[src/rtl/rr_hold_arbiter.sv]
// ---------------------------------------------------------------------------
// rr_hold_arbiter
//   N-requester round-robin arbiter with a bounded grant tenure. Sits between
//   N bus masters and one shared slave port. All outputs are registered.
//
//   A tenure lasts while the owner keeps requesting, up to MAX_HOLD cycles.
//   At that limit the grant passes to the next active requester in
//   round-robin order, and preempt pulses. If nobody else is waiting, the
//   owner is re-granted with a fresh tenure and no idle cycle in between.
//
//   Optional feature (macro ARB_LOCK_EN): adds a 'lock' input. While the
//   owner is requesting with lock=1, its tenure may run past MAX_HOLD.
//   hold_cnt saturates at MAX_HOLD in that case.
//
// Parameters
//   N         number of requesters (2..16)
//   MAX_HOLD  maximum consecutive grant cycles per tenure (1..255)
//   IDW       width of gnt_id
//   CW        width of hold_cnt
//
// Ports
//   clk        rising-edge clock
//   reset      asynchronous active-low reset
//   lock       (ARB_LOCK_EN only) owner extends its tenure past MAX_HOLD
//   req        level-sensitive request vector, bit k = requester k
//   gnt        one-hot grant, all zero when idle
//   gnt_id     index of current owner (0 when idle)
//   gnt_valid  high when any gnt bit is high
//   hold_cnt   cycles granted in current tenure, 1 on first grant cycle
//   preempt    one-cycle pulse when the owner loses grant while requesting
// ---------------------------------------------------------------------------
module rr_hold_arbiter #(
    parameter int N        = 4,
    parameter int MAX_HOLD = 16,
    parameter int IDW      = $clog2(N),
    parameter int CW       = $clog2(MAX_HOLD + 1)
) (
    input  logic           clk,
    input  logic           reset,
`ifdef ARB_LOCK_EN
    input  logic           lock,
`endif
    input  logic [N-1:0]   req,
    output logic [N-1:0]   gnt,
    output logic [IDW-1:0] gnt_id,
    output logic           gnt_valid,
    output logic [CW-1:0]  hold_cnt,
    output logic           preempt
);

    typedef enum logic {
        IDLE  = 1'b0,
        GRANT = 1'b1
    } state_t;

    state_t         state_q,     state_d;
    logic [IDW-1:0] ptr_q,       ptr_d;
    logic [N-1:0]   gnt_q,       gnt_d;
    logic [IDW-1:0] gnt_id_q,    gnt_id_d;
    logic           gnt_valid_q, gnt_valid_d;
    logic [CW-1:0]  hold_cnt_q,  hold_cnt_d;
    logic           preempt_q,   preempt_d;

    logic           own_req;
    logic           lock_hold;
    logic           at_limit;
    logic [IDW:0]   srch;
    logic           take;
    logic [IDW-1:0] take_id;
    logic           extend;
    logic           go_idle;

    // Round-robin search: scan start+1, start+2, ... wrapping modulo N and
    // return {found, index} of the first active requester. With skip_start
    // set, the start position itself (visited last) is excluded, which is
    // how "any other requester" is found at tenure expiry.
    function automatic logic [IDW:0] rr_search(
        input logic [N-1:0]   r,
        input logic [IDW-1:0] start,
        input logic           skip_start
    );
        logic           found;
        logic [IDW-1:0] win;
        int             idx;
        found = 1'b0;
        win   = '0;
        for (int k = 1; k <= N; k++) begin
            idx = int'(start) + k;
            if (idx >= N) idx = idx - N;
            if (!found && r[IDW'(idx)] && !(skip_start && (k == N))) begin
                found = 1'b1;
                win   = IDW'(idx);
            end
        end
        return {found, win};
    endfunction

`ifdef ARB_LOCK_EN
    assign lock_hold = lock;
`else
    assign lock_hold = 1'b0;
`endif

    assign own_req  = req[gnt_id_q];
    assign at_limit = (hold_cnt_q >= CW'(MAX_HOLD));

    always_comb begin
        state_d     = state_q;
        ptr_d       = ptr_q;
        gnt_d       = gnt_q;
        gnt_id_d    = gnt_id_q;
        gnt_valid_d = gnt_valid_q;
        hold_cnt_d  = hold_cnt_q;
        preempt_d   = 1'b0;
        srch        = '0;
        take        = 1'b0;
        take_id     = '0;
        extend      = 1'b0;
        go_idle     = 1'b0;

        case (state_q)
            IDLE: begin
                srch    = rr_search(req, ptr_q, 1'b0);
                take    = srch[IDW];
                take_id = srch[IDW-1:0];
            end
            GRANT: begin
                if (own_req && (!at_limit || lock_hold)) begin
                    extend = 1'b1;
                end else if (own_req) begin
                    // Tenure expired while still requesting: hand over if
                    // anyone else waits, otherwise restart the owner's tenure.
                    srch = rr_search(req, gnt_id_q, 1'b1);
                    take = 1'b1;
                    if (srch[IDW]) begin
                        take_id   = srch[IDW-1:0];
                        preempt_d = 1'b1;
                    end else begin
                        take_id   = gnt_id_q;
                    end
                end else begin
                    // Owner released; the owner's own bit is 0, so a full
                    // scan naturally leaves it lowest priority.
                    srch    = rr_search(req, gnt_id_q, 1'b0);
                    take    = srch[IDW];
                    take_id = srch[IDW-1:0];
                    go_idle = !srch[IDW];
                end
            end
            default: begin
                go_idle = 1'b1;
            end
        endcase

        if (take) begin
            state_d     = GRANT;
            ptr_d       = take_id;
            gnt_d       = {{(N-1){1'b0}}, 1'b1} << take_id;
            gnt_id_d    = take_id;
            gnt_valid_d = 1'b1;
            hold_cnt_d  = CW'(1);
        end else if (extend) begin
            // Saturate rather than wrap when lock holds past the limit.
            if (!at_limit) hold_cnt_d = hold_cnt_q + CW'(1);
        end else if (go_idle) begin
            state_d     = IDLE;
            gnt_d       = '0;
            gnt_id_d    = '0;
            gnt_valid_d = 1'b0;
            hold_cnt_d  = '0;
        end
    end

    // Reset points ptr at N-1 so requester 0 is searched first.
    always_ff @(posedge clk or negedge reset) begin
        if (!reset) begin
            state_q     <= IDLE;
            ptr_q       <= IDW'(N - 1);
            gnt_q       <= '0;
            gnt_id_q    <= '0;
            gnt_valid_q <= 1'b0;
            hold_cnt_q  <= '0;
            preempt_q   <= 1'b0;
        end else begin
            state_q     <= state_d;
            ptr_q       <= ptr_d;
            gnt_q       <= gnt_d;
            gnt_id_q    <= gnt_id_d;
            gnt_valid_q <= gnt_valid_d;
            hold_cnt_q  <= hold_cnt_d;
            preempt_q   <= preempt_d;
        end
    end

    assign gnt       = gnt_q;
    assign gnt_id    = gnt_id_q;
    assign gnt_valid = gnt_valid_q;
    assign hold_cnt  = hold_cnt_q;
    assign preempt   = preempt_q;

endmodule

[config.mk]
export PLATFORM = sky130hd
export DESIGN_NAME = rr_hold_arbiter
export DESIGN_NICKNAME = d
export VERILOG_FILES = /design/src/rtl/rr_hold_arbiter.sv
export SDC_FILE = /design/constraint.sdc
export NUM_CORES = 1
export LEC_CHECK = 0
export BUFFER_PORTS_ARGS = -buffer_cell sky130_fd_sc_hd__buf_2
export CAP_MARGIN = 5
export CORE_MARGIN = 1
export CORE_UTILIZATION = 52
export DETAILED_ROUTE_END_ITERATION = 16
export MAX_ROUTING_LAYER = met4
export PLACE_DENSITY = 0.78
export SYNTH_ARGS = -nofsm -noshare
export SYNTH_HDL_FRONTEND = slang
export SYNTH_SLANG_ARGS = --single-unit
[constraint.sdc]
create_clock -name clk -period 2.25 [get_ports clk]
set_input_delay 0.1125 -clock clk [delete_from_list [all_inputs] [get_ports clk]]
set_output_delay 0.1125 -clock clk [all_outputs]
set_load 0.1 [all_outputs]
* Yosys cells after proc, flatten, opt, wreduce, memory -nomap -nowiden
Cells that the tools add are included.
** Storage, ports and cells
- Bits of input ports :: 6
- Register bits :: 15
** Cells by class
- Multiplexer cells :: 143
- Reductions and logical operators :: 23
- Add/sub/neg operators :: 17
- Magnitude comparators :: 21
- Shift-type cells :: 1
- Equal/unequal tests :: 2
- Bitwise logic cells :: 1
** Operators with widths (count)
- $mux W2 :: 50
- $mux W1 :: 72
- $lt A2 B4 Y1 const B :: 11
- $bmux W1 S2 :: 12
- $mux W5 :: 4
- $ge A3 B3 Y1 const B :: 6
- $sub A2 B1 Y2 const B :: 8
- $add A2 B2 Y3 const B :: 4
- $mux W4 :: 3
- $logic_not A1 Y1 :: 10
- $logic_and A1 B1 Y1 :: 9
- $add A2 B3 Y4 const B :: 2
- $ge A4 B3 Y1 const B :: 2
- $add A2 B1 Y3 const B :: 2
- $add A5 B1 Y5 const B :: 1
- $ge A5 B5 Y1 const B :: 1
- $pmux W2 S2 :: 1
- $reduce_and A2 Y1 :: 2
- $shl A1 B2 Y4 const A :: 1
- $lt A2 B3 Y1 const B :: 1
- $ne A3 B3 Y1 const B :: 1
- $reduce_bool A3 Y1 :: 1
- $ne A2 B2 Y1 const B :: 1
- $pmux W1 S2 :: 1
- other kinds (2) :: 2

* Longest topological paths before layout
Gate-level depths: netlist of the first run.
- Depth after elaboration :: 38
- Mapped depth :: 7
- Mapped depth without buffers :: 5

* Worst setup path before layout of the first run
Ideal clock, no wire load.
- Kind :: register to register
- Start :: register gnt_id_q[0] (netlist: gnt_id[0])
- End :: register ptr_q[1]
- Required time :: 2173 ps
- Setup slack :: -408 ps
- Setup time :: 77 ps
- Period minus slack after synthesis :: 2658 ps
- Data arrival time :: 2581 ps
- Cell stages (with the launch flop) :: 8
- Cell sequence :: dfrtp_1 -> buf_6 -> mux4_2 -> and3b_4 -> or2_1 -> buf_6 -> a31o_1 -> a21o_1
** On the way
- Cells in the longest elaborated chain, start to end :: 34
- Elaborated cells between the ends (all ways) :: 113
- Classes of those cells :: add/sub (8); order compare (4); mux (90); reduce/logical (11)
** RTL lines
- start, declared :: line 59 : logic [IDW-1:0] gnt_id_q, gnt_id_d;
- start signal, assigned :: line 188 : gnt_id_q <= gnt_id_d;
- $add A2 B1 Y3 :: line 88 : idx = int'(start) + k;
- $ge A3 B3 Y1 / $sub A2 B1 Y2 (equally long branches) :: line 89 : if (idx >= N) idx = idx - N;
- $mux W2 :: line 89
- $mux W2 :: line 130 : end else if (own_req) begin
- $mux W2 :: line 128 : if (own_req && (!at_limit || lock_hold)) begin
- $mux W2 :: line 121 : case (state_q)
- $bmux W1 S2 :: line 90 : if (!found && r[IDW'(idx)] && !(skip_start && (k == N))) begin
- $mux W1 (implied by the code) (2 in a row) :: line 90
- [17 not listed]
- $logic_and A1 B1 Y1 :: line 90
- $mux W1 :: line 90
- $mux W1 :: line 130
- $mux W1 :: line 128
- $mux W1 :: line 121
- $mux W1 :: line 130
- $mux W1 :: line 128
- $pmux W1 S2 :: line 121
- end signal, assigned :: line 178 : ptr_q <= IDW'(N - 1);
- end signal, assigned :: line 186 : ptr_q <= ptr_d;
- end, declared :: line 57 : logic [IDW-1:0] ptr_q, ptr_d;
Several ways; a longest one is shown, not always the timed one. The select of a mux whose other input is x is not followed.
A chain may end at the register's enable or synchronous reset.

* Final worst setup path of the first run
Same ends and word-level chain as after synthesis.

==> flow_summary.toml, run 1 <==
[setup_path]
endpoint_kind = "flop"
crit_path_start = "gnt_id[0]$_DFFE_PN0P_"
cp_max_fo = 10
cp_cell_sequence = "mux4_2, and3b_4, or2_1, a31o_1, a21o_1"
worstSetupPathType = "reg -> reg"
start_kind = "flop"
arrival_ps = 2280
cp.required_ps = 2490
r2r-start = "gnt_id[0]$_DFFE_PN0P_"
cp_slowest_stage_delay_ps = 550
crit_path_top_delay_cell = "mux4_2"
worst_r2r_path_depth = 5

[sta]
fin_crit_sh_pct = 90.8
worst_slew_pin_slew_ps = 497
max_freq_mhz = 489
min_period_ps = 2040
rsz0062_at_grt = "false"
hold_violations = 0
setup_violations = 0
drv_slew = 0
slew_headroom_pct = 66.7
skew_ps = 2.91

[cts]
cts_resized = 0
htreeDepth = 1
clock_sinks = 15
clk-insertion-delay-late_ps = 290
post_cts_buffers = 0
numCtsBuffers = 3
cts_hold_buffers = 1
path_clk_slew_ps = 80
clock-root-buffer = "clkbuf_4"
cts_max_path_buffers = 2
cts_tree = "done"

[routing]
drt-initial-drc-count = 34
num_vias = 823
post_drt_wl_per_cell_um = 15.4
drt_pass1_iterations = 10
vias_per_cell = 6.33
ant_nets = 0
drt-total-wl_um = 2000
drc = 2

[synth]
ys_seq_area_share_pct = 42.1
yosys-top-cells-count = "dfrtp_1, o21ai_0, nand2_1"
synth_warnings = 0
syn_avg_cell_area_um2 = 9.34
synth_top_area_share_pct = 36.3
postSynthCellCount = 96
yosysTopAreaCell = "dfrtp_1"
synth_edf_count = 0
yosysUniqueCellTypes = 37
syn-num-nets = 103
synth_area_leaders = "dfrtp_1, o21ai_0, dfstp_2"
postSynth.asyncResetShare_pct = 100
synth_seq_cells = 15
ys.flop_type = "dfrtp_1"
netlist_area_um2 = 897

[finish]
post-route-util_pct = 65.7
fill_cells = 139
nets = 122
n_antenna_cell = 0
areaGrowthSynthToFinish_pct = 14.2
layout-drive-gt1-share_pct = 29.8

[global_routing]
antenna_found_initial = 0
grt_max_degree = 16
grt_use_total_pct = 25.8
grt_pass1_vias = 734
grt_pass1_wl_um = 3280
grt-ovfl-total = 0

[min_path]
holdPathStages = 2
hp-start = "req[2]"
hold_path_class = "in -> reg"

[placed_design]
post-dp-hpwl_um = 1450
portBuffers = 18
gp_congestion = 0.886

[die]
core_um2 = 1560
start_util_pct = 57.5
num_rows = 14
die-area_um2 = 1900
ios = 19
die_h_um = 43.5
chipWidth_um = 43.5

[run]
cap_violations = 0

[run_status]
violations = "design-rule violations"
status = "complete, but fails checks"
==> worst max-delay path: cells and delay by family, from the launching register on <==
family	cells	cell delay [ps]
AO/OA/AOI/OAI	2	410
AND/OR/NAND/NOR	2	540
flip-flops	1	480
multiplexers	1	550
==> layout by cell type (no fill, tap or decap), drive strengths merged, types with 2 or more instances in the layout <==
cell,Yosys,final
a21boi,3,3
a22o,3,3
a22oi,2,2
a31oi,3,3
buf,2,19
clkbuf,4,4
dfrtp,13,13
dfstp,2,2
inv,3,3
mux2,3,3
nand2,12,12
nand3,2,2
nor2,6,6
nor2b,3,3
o21ai,14,14
==> registers in the layout, indices dropped and copies added, names as in the netlist <==
register and flops:
gnt_id 2, ptr_q 2, gnt 4, gnt_valid 1, preempt 1, hold_cnt 5
==> routing by layer <==
layer | share of wire [%] | GRT usage, % | wire length [um] | vias up
met4 | 4.0 | 18.1 | 80 | 0
li1 | - | - | - | 385
met2 | 48 | 37.3 | 959 | 25
met5 | 0 | - | 0 | -
met3 | 4.0 | 6.25 | 80 | 9
met1 | 44 | 31.7 | 878 | 404
==> cells by family after synthesis <==
family | count (synthesis) | share of synthesized area, %
buf+inv | 9 | 5.44
simple gates | 34 | 20.1
xor+xnor | 1 | 0.976
mux | 5 | 7.39
fa+ha+maj | 1 | 1.39
compound gates | 31 | 22.6
flops | 15 | 42.1
==> worst paths after layout <==
kind	endpoint	slack, ps
max	ptr_q[1]$_DFFE_PN1P_	210
min	gnt_valid$_DFFE_PN0P_	150
min reg2reg	gnt[1]$_DFFE_PN0P_	500
max in group asynchronous	ptr_q[1]$_DFFE_PN1P_	1710
min in group asynchronous	preempt$_DFF_PN0_	240
max reg2reg	ptr_q[1]$_DFFE_PN1P_	210
==> final cells by class <==
class                           count  area (um2)  area share [%]
Clock buffer                        4        26.3            2.56
Inverter                            3        11.3            1.10
Multi-Input combinational cell     72         477            46.5
Sequential cell                    15         383            37.4
Tap cell                           16        20.0            1.95
Timing Repair Buffer               20         108            10.5
==> through the flow <==
stage          worst slack (ps)  area [um2]  hold slack, ps  cells  setup TNS [ps]
6_report                    206        1020             146    130               0
5_1_grt                     136        1020             155    130               0
4_1_cts                     222        1020             139    130               0
3_5_place_dp                237         988            35.9    125               0
3_3_place_gp                272         988            26.9    125               0
2_1_floorplan             -2.70         908            -183     96           -2.70
Power of run 1 is not shown: default switching activity piles up to over one toggle a cycle in this logic, so the estimate is an artifact.
==> run 2, diff against run 1 <==
Settings changed: CORE_UTILIZATION 52 to 38, PLACE_DENSITY 0.78 to 0.6.
==> run 2 against run 1 <==
- the run now ends clean
- sequential cell count stayed put
- register-to-register slack hardly changed
- die area is 35% higher
- critical path type unchanged
==> flow_summary.toml, run 2 (synthesis results as in run 1) <==
[sta]
layout_setup_ws_ps = 220
skew_ps = 2.01
worst_slew_pin_slew_ps = 501
min_period_ps = 2030
fin_setup_tns_ps = 0
hold_violations = 0
max_freq_mhz = 493
setup_violations = 0
rsz0062_at_grt = "false"
fin_crit_sh_pct = 90.2
slew_headroom_pct = 66.4
drv_slew = 0

[cts]
cts_tree = "done"
clock_sinks = 15
clk-insertion-delay-late_ps = 290
path_clk_slew_ps = 80
post_cts_buffers = 0
cts_max_path_buffers = 2
cts_resized = 0
numCtsBuffers = 3
clock-root-buffer = "clkbuf_4"
htreeDepth = 1
cts_hold_buffers = 1

[global_routing]
antenna_found_initial = 0
grt_pass1_vias = 691
grt_pass1_wl_um = 3190
grt_use_total_pct = 17.5
grt_max_degree = 16
grt-ovfl-total = 0

[finish]
n_antenna_cell = 0
fill_cells = 219
final_common_cell = "buf_2"
areaGrowthSynthToFinish_pct = 16.7
finalNonFillerCells = 143
fin_area_um2 = 1050
layout-drive-gt1-share_pct = 30.4
nets = 123
final_cell_mix = "buf_2, o21ai_0, nand2_1"
largest_register_ffs = 5

[setup_path]
start_kind = "flop"
ff2ff_setup_slack_ps = 220
arrival_ps = 2260
r2r_end = "ptr_q[1]$_DFFE_PN1P_"
crit_path_start = "gnt_id[0]$_DFFE_PN0P_"
cp.required_ps = 2480
endpoint_kind = "flop"
cp-endpoint = "ptr_q[1]$_DFFE_PN1P_"
worstSetupPathType = "reg -> reg"
cp_max_fo = 10
r2r-start = "gnt_id[0]$_DFFE_PN0P_"
worst_r2r_path_depth = 5

[placed_design]
dpl_cell_area_um2 = 1010
post-dp-hpwl_um = 1370
gp_congestion = 0.852
place_ws_ps = 230
portBuffers = 18
dp_cells = 138

[routing]
drc = 0
num_vias = 786
drt-total-wl_um = 1950
ant_nets = 0
vias_per_cell = 5.50
drt_pass1_iterations = 4
post_drt_wl_per_cell_um = 13.6
drt-initial-drc-count = 26

[run]
cap_violations = 0

[min_path]
hp-start = "req[2]"
hold_path_class = "in -> reg"

[die]
die_h_um = 50.6
num_rows = 17
die-area_um2 = 2560
chipWidth_um = 50.6
core_um2 = 2210
start_util_pct = 40.6
ios = 19

[run_status]
status = "complete, no violations"
-- run 2: cell types whose count changed in the layout (fill, tap and decap cells not counted), sizes merged --
cell / before / now
buf: 19 / 20
-- run 2: final cells by class --
type / instances / area [um2] / share of cell area (%)
multi-input combinational: 72 / 477 / 45.5
sequential: 15 / 383 / 36.6
timing repair buffer: 21 / 115 / 11.0
tap: 28 / 35.0 / 3.35
clock buffer: 4 / 26.3 / 2.51
inverter: 3 / 11.3 / 1.08
-- run 2: metal layers --
| layer | GRT usage, % | share of wire [%] |
|---|---|---|
| met2 | 25.6 | 44 |
| met3 | 1.82 | 3.5 |
| met4 | 11.1 | 2.7 |
| met5 | - | 0 |
| met1 | 23.1 | 49 |
-- run 2: critical path: stages (launching register included) --
cell,delay (ps)
dfrtp_4,480
mux4_2,550
and3b_4,230
or2_1,320
a31o_1,230
a21o_1,160
-- run 2: metrics by stage --
stage	utilization (%)	hold slack, ps
after detailed placement	45.7	38.7
after CTS	47.3	147
after global placement	45.7	30.6
final	47.3	166
after floorplan	-	-183
after global routing	47.3	180
-- run 2: worst min-delay path by stage --
stage	to	cells after the start
floorplan	gnt[0]$_DFFE_PN0P_	0
global placement	gnt[2]$_DFFE_PN0P_	1
detailed placement	gnt[2]$_DFFE_PN0P_	1
CTS	gnt_valid$_DFFE_PN0P_	2
global route	gnt_valid$_DFFE_PN0P_	2
finish	gnt_valid$_DFFE_PN0P_	2
Power of run 2 is left out for the same reason.
